<file path="config.mk">
export PLATFORM = sky130hd
export DESIGN_NAME = cnn_window_gen
export DESIGN_NICKNAME = d
export VERILOG_FILES = /design/src/rtl/cnn_pkg.sv /design/src/rtl/cnn_line_ram.sv /design/src/rtl/cnn_window_gen.sv
export SDC_FILE = /design/constraint.sdc
export NUM_CORES = 2
export LEC_CHECK = 0
export ABC_AREA = 1
export BUFFER_PORTS_ARGS = -buffer_cell sky130_fd_sc_hd__buf_2
export CAP_MARGIN = 25
export CORE_MARGIN = 2
export CORE_UTILIZATION = 50
export DETAILED_ROUTE_END_ITERATION = 16
export PLACE_DENSITY = 0.63
export SLEW_MARGIN = 20
export SYNTH_ARGS = -nofsm -noshare
export SYNTH_HDL_FRONTEND = slang
export SYNTH_SLANG_ARGS = --single-unit
</file>
<file path="constraint.sdc">
create_clock -name clk -period 16.3 [get_ports clk]
set_input_delay 3.26 -clock clk [delete_from_list [all_inputs] [get_ports clk]]
set_output_delay 3.26 -clock clk [all_outputs]
set_load 0.03 [all_outputs]
</file>
<file path="src/rtl/cnn_pkg.sv">
// Shared constants for the CNN datapath: activation/coordinate widths and
// 3x3 window element indices (k = 3*dy + dx, row-major from top-left).
package cnn_pkg;
  localparam int ACT_BITS = 8;
  localparam int W_SIZE   = 12;

  localparam int WIN_TL = 0;
  localparam int WIN_T  = 1;
  localparam int WIN_TR = 2;
  localparam int WIN_L  = 3;
  localparam int WIN_C  = 4;
  localparam int WIN_R  = 5;
  localparam int WIN_BL = 6;
  localparam int WIN_B  = 7;
  localparam int WIN_BR = 8;

  function automatic int win_idx(input int dy, input int dx);
    return 3*dy + dx;
  endfunction
endpackage

</file>
<file path="src/rtl/cnn_line_ram.sv">
// Single-port line buffer, one word per column holding {row r-2, row r-1}.
// Read-before-write: an enabled access returns the old word and shifts the new pixel in.
module cnn_line_ram #(
  parameter int DATA_W = 8,
  parameter int DEPTH  = 128,
  parameter int AW     = 7
) (
  input  logic                clk,
  input  logic                en,
  input  logic [AW-1:0]       addr,
  input  logic [DATA_W-1:0]   wpix,
  output logic [2*DATA_W-1:0] rdata
);
  logic [2*DATA_W-1:0] mem [DEPTH];

  // old row r-1 field moves up to the r-2 slot, new pixel becomes row r-1
  always_ff @(posedge clk) begin
    if (en) begin
      rdata     <= mem[addr];
      mem[addr] <= {mem[addr][DATA_W-1:0], wpix};
    end
  end
endmodule

</file>
<file path="src/rtl/cnn_window_gen.sv">
// 3x3 zero-padded sliding-window generator (or 1x1 centre-only pass-through).
// Stage 1: line RAM read + input registers; stage 2: column shift, pad mask, output.
module cnn_window_gen #(
  parameter int ACT_BITS  = cnn_pkg::ACT_BITS,
  parameter int W_SIZE    = cnn_pkg::W_SIZE,
  parameter int MAX_WIDTH = 128
) (
  input  logic                  clk,
  input  logic                  rst,
  input  logic                  i_valid,
  input  logic [W_SIZE-1:0]     i_row,
  input  logic [W_SIZE-1:0]     i_col,
  input  logic [ACT_BITS-1:0]   i_pixel,
  input  logic [W_SIZE-1:0]     i_width,
  input  logic [W_SIZE-1:0]     i_height,
  input  logic                  i_is_conv3x3,
  output logic                  o_valid,
  output logic [9*ACT_BITS-1:0] o_win,
  output logic [W_SIZE-1:0]     o_row,
  output logic [W_SIZE-1:0]     o_col,
  output logic                  o_last
);
  import cnn_pkg::*;

  localparam int AW = (MAX_WIDTH > 1) ? $clog2(MAX_WIDTH) : 1;

  logic                  mode3, at_origin, beat_mode3, in_pad, ram_en;
  logic [ACT_BITS-1:0]   beat_pix;
  logic [2*ACT_BITS-1:0] ram_rd;

  // the origin beat carries its own mode so a new frame can follow with no bubble
  assign at_origin  = (i_row == '0) && (i_col == '0);
  assign beat_mode3 = at_origin ? i_is_conv3x3 : mode3;
  assign in_pad     = (i_row == i_height) || (i_col == i_width);
  assign beat_pix   = in_pad ? '0 : i_pixel;
  assign ram_en     = i_valid && !rst && beat_mode3 && (i_col < W_SIZE'(MAX_WIDTH));

  cnn_line_ram #(.DATA_W(ACT_BITS), .DEPTH(MAX_WIDTH), .AW(AW)) u_line_ram (
    .clk   (clk),
    .en    (ram_en),
    .addr  (i_col[AW-1:0]),
    .wpix  (beat_pix),
    .rdata (ram_rd)
  );

  logic                s1_vld, s1_mode, s1_emit, s1_last;
  logic                s1_top, s1_bot, s1_left, s1_right;
  logic [W_SIZE-1:0]   s1_row, s1_col;
  logic [ACT_BITS-1:0] s1_pix;

  always_ff @(posedge clk) begin
    if (rst) begin
      s1_vld <= 1'b0;
      mode3  <= 1'b0;
    end else begin
      s1_vld <= i_valid;
      if (i_valid && at_origin) mode3 <= i_is_conv3x3;
    end
  end

  always_ff @(posedge clk) begin
    if (i_valid) begin
      s1_mode  <= beat_mode3;
      s1_pix   <= beat_mode3 ? beat_pix : i_pixel;
      s1_top   <= i_row == W_SIZE'(1);
      s1_bot   <= i_row == i_height;
      s1_left  <= i_col == W_SIZE'(1);
      s1_right <= i_col == i_width;
      if (beat_mode3) begin
        s1_emit <= (i_row != '0) && (i_col != '0);
        s1_row  <= i_row - W_SIZE'(1);
        s1_col  <= i_col - W_SIZE'(1);
        s1_last <= (i_row == i_height) && (i_col == i_width);
      end else begin
        s1_emit <= 1'b1;
        s1_row  <= i_row;
        s1_col  <= i_col;
        s1_last <= (i_row == i_height - W_SIZE'(1)) && (i_col == i_width - W_SIZE'(1));
      end
    end
  end

  // column index dy: 0 = row r-2, 1 = row r-1, 2 = current row
  logic [2:0][ACT_BITS-1:0] wcol1, wcol2, newcol;
  logic [9*ACT_BITS-1:0]    win;

  assign newcol = {s1_pix, ram_rd[ACT_BITS-1:0], ram_rd[2*ACT_BITS-1:ACT_BITS]};

  always_ff @(posedge clk) begin
    if (s1_vld) begin
      wcol1 <= wcol2;
      wcol2 <= newcol;
    end
  end

  // padding mask is the only thing keeping stale RAM/shift contents off the output
  always_comb begin
    win = '0;
    if (s1_mode) begin
      for (int dy = 0; dy < 3; dy++) begin
        for (int dx = 0; dx < 3; dx++) begin
          if (!((dy == 0 && s1_top) || (dy == 2 && s1_bot) ||
                (dx == 0 && s1_left) || (dx == 2 && s1_right)))
            win[ACT_BITS*win_idx(dy, dx) +: ACT_BITS] =
              (dx == 0) ? wcol1[dy] : (dx == 1) ? wcol2[dy] : newcol[dy];
        end
      end
    end else begin
      win[ACT_BITS*WIN_C +: ACT_BITS] = s1_pix;
    end
  end

  always_ff @(posedge clk) begin
    if (rst) begin
      o_valid <= 1'b0;
      o_last  <= 1'b0;
      o_win   <= '0;
      o_row   <= '0;
      o_col   <= '0;
    end else begin
      o_valid <= s1_vld && s1_emit;
      o_last  <= s1_vld && s1_emit && s1_last;
      if (s1_vld && s1_emit) begin
        o_win <= win;
        o_row <= s1_row;
        o_col <= s1_col;
      end
    end
  end
endmodule

</file>
==> results.toml <==
[synthesis]
syn_nets = 9562
synth_top_area_cell = "edfxtp_1"
synth-warning-count = 0
synth_cell_types = 38
synth_area_leaders = "edfxtp_1 68%, nand2_1 23%, dfxtp_1 2.1%"
syn_area_um2 = 95100
synth_top_area_frac = 0.679
ys_seq_area_frac = 0.700
netlist_instances = 9494
syn-mean-instance-area_um2 = 10.0
ys_ff_latch = 2251

[global_route]
grt_pass1_vias = 61700
antenna_found_initial = 16
grt-ovfl-total = 0
grt_use_total = 0.273
grt_max_degree = 170
grt_pass1_wl_mm = 397

[clocking]
ctsHtreeMaxLevel = 4
tritoncts = "done"
clock-sinks = 2251
clkSlewWorstSetupHoldPaths_ps = 60
clk_latency_ps = 890
max-clock-path-buffers = 3
post_cts_buffers = 0
cts-resized-gates = 0
ctsHoldBuffers = 0
cts_buffers = 224
root_buffer = "clkbuf_16"

[die]
core_um2 = 190000
chipHeight_um = 440
die_w_um = 440
initial_core_util = 0.502
num_rows = 160
die-area_um2 = 194000
io_pins = 158

[job]
max-cap-violations = 0

[detailed_routing]
wire_per_inst_um = 21.6
first_iter_violations = 7466
drt_wl_total_mm = 266
routed_via_density = 5.35
detail-route-antenna-nets = 0
drc = 0
dr.pass1.iters = 6
num_vias = 65800

[timing]
tightest_slew_ps = 1080
whs_ps = 450
period_needed_ps = 8310
fin_tns_setup_ps = 0
maxSlewHeadroom = 0.277
slew_violations = 0
rsz0062_at_grt = "no"
max_freq_mhz = 120
finalSetupViolCount = 0
finalCritPeriodShare = 0.510
fin_skew_ps = 38.5
hold_viol = 0

[worst_setup_path]
start_kind = "input pin"
critical_path_class = "in2reg"
worst_ep_required_time_ps = 16880
cp_max_fo = 149
cp.arrival_ps = 8900
endpoint_kind = "register"

[power]
cellPowerDensity_nw_per_um2 = 117
p_leak_uw = 0.0443
vdd_drop_max_v = 0.000115
fin_total_pwr_uw = 12400

[layout]
syn2layout_area_growth_pct = 11.9
final_cell_mix = "5849 x nand2_1, 2151 x edfxtp_1, 355 x nor2_1"
layout-drive-gt1-share = 0.0836
fin_util = 0.561
layout.nets = 9666
layout_commonest_cell = "nand2_1"
layoutNonFillerInstCount = 12300

[place]
io_buffers = 157
gp_congestion = 0.860
dpl.cell_count = 11900
hpwl_mm = 150

[status]
outcome = "finished, final reports clean"

[worst_hold_path]
hp-class = "reg2reg"
worst max-delay path, stage by stage:
cell and delay (ps):
buf_8 210, inv_16 500, buf_4 790, buf_12 520, buf_4 710, nand2_1 140
nand2_1 110, nand2_1 60, nand2_1 100, nand2_1 50, nand2_1 120, nand2_1 70
nand2_1 90, nor2_1 50, nor2_1 80, nor2_1 110, nand2_4 680, buf_4 600
logic make-up after synthesis:
| family | Yosys count | synth area share |
|---|---|---|
| XOR/XNOR | 47 | 0.00433 |
| buffers and inverters | 607 | 0.0280 |
| AO/OA/AOI/OAI | 132 | 0.00732 |
| adder cells (fa/ha/maj) | 8 | 0.00105 |
| flip-flops | 2251 | 0.700 |
| AND/OR/NAND/NOR | 6449 | 0.259 |
path summary, 6_finish.rpt:
kind	startpoint	endpoint	slack, ps	depth (start not counted)
max	i_col[0]	u_line_ram.mem[127][12]$_DFFE_PP_	7990	18
min reg2reg	wcol2[7]$_DFFE_PP_	wcol1[7]$_DFFE_PP_	450	0
max reg2reg	u_line_ram.mem[98][4]$_DFFE_PP_	u_line_ram.mem[83][12]$_DFFE_PP_	12480	13
min	wcol2[7]$_DFFE_PP_	wcol1[7]$_DFFE_PP_	450	0
metal layers:
metal  up-vias  routed length (um)  global-route usage
met1     31700              112000               0.390
met3       398               23800              0.0493
met5         -                  30                   0
met2      2829              122000               0.426
met4         6                7580              0.0876
li1      30900                   -                   -
flip-flops by register name, summed over array words and instances, names as in the netlist, 8 cells and up:
name	count
wcol1	24
s1_col	12
s1_pix	8
wcol2	24
u_line_ram.mem	2048
o_win	72
o_row	12
u_line_ram.rdata	16
s1_row	12
o_col	12
where the power goes:
part | switching (uW) | internal, uW | leakage (uW)
sequential | 11.0 | 6430 | 0.0203
combinational | 674 | 174 | 0.0205
clock | 2240 | 2900 | 0.00355
total | 2920 | 9500 | 0.0443
final cells by class:
type,instances,area (um^2)
Timing Repair Buffer,351,2630
Sequential cell,2251,66600
Clock buffer,276,5960
Fill cell,16100,83100
Inverter,134,536
Clock inverter,143,1350
Multi-Input combinational cell,6636,26200
Antenna cell,7,17.5
Tap cell,2511,3140
per-stage QoR:
| stage | area [um^2] | setup slack [ps] |
|---|---|---|
| floorplan | 95100 | 8260 |
| global placement | 98600 | 7300 |
| detailed placement | 98800 | 7280 |
| CTS | 106000 | 8200 |
| global route | 106000 | 7640 |
| finish | 106000 | 7990 |
cell usage after synthesis:
cell	instances
clkinv_1	1
nor4_1	3
nand3_2	1
dfxtp_1	100
xnor2_1	16
inv_2	13
or2_2	11
xor2_1	31
nand3_4	7
inv_1	118
nor4_2	1
nand2_2	1
buf_4	19
o22ai_2	1
nor2_1	440
nor2_2	3
nor3_1	8
o21ai_0	34
nor2_4	5
inv_4	1
buf_2	182
nand3b_1	2
o311a_1	1
nand3_1	91
nand2_1	5858
edfxtp_1	2151
buf_6	11
o21ai_1	9
nand2_4	5
a21oi_1	78
nand4_1	8
nor2_8	2
ha_1	8
o211ai_1	9
or2_1	3
buf_1	52
clkinv_2	1
clkbuf_1	209
No activity file was read; power rests on OpenSTA's default activity.
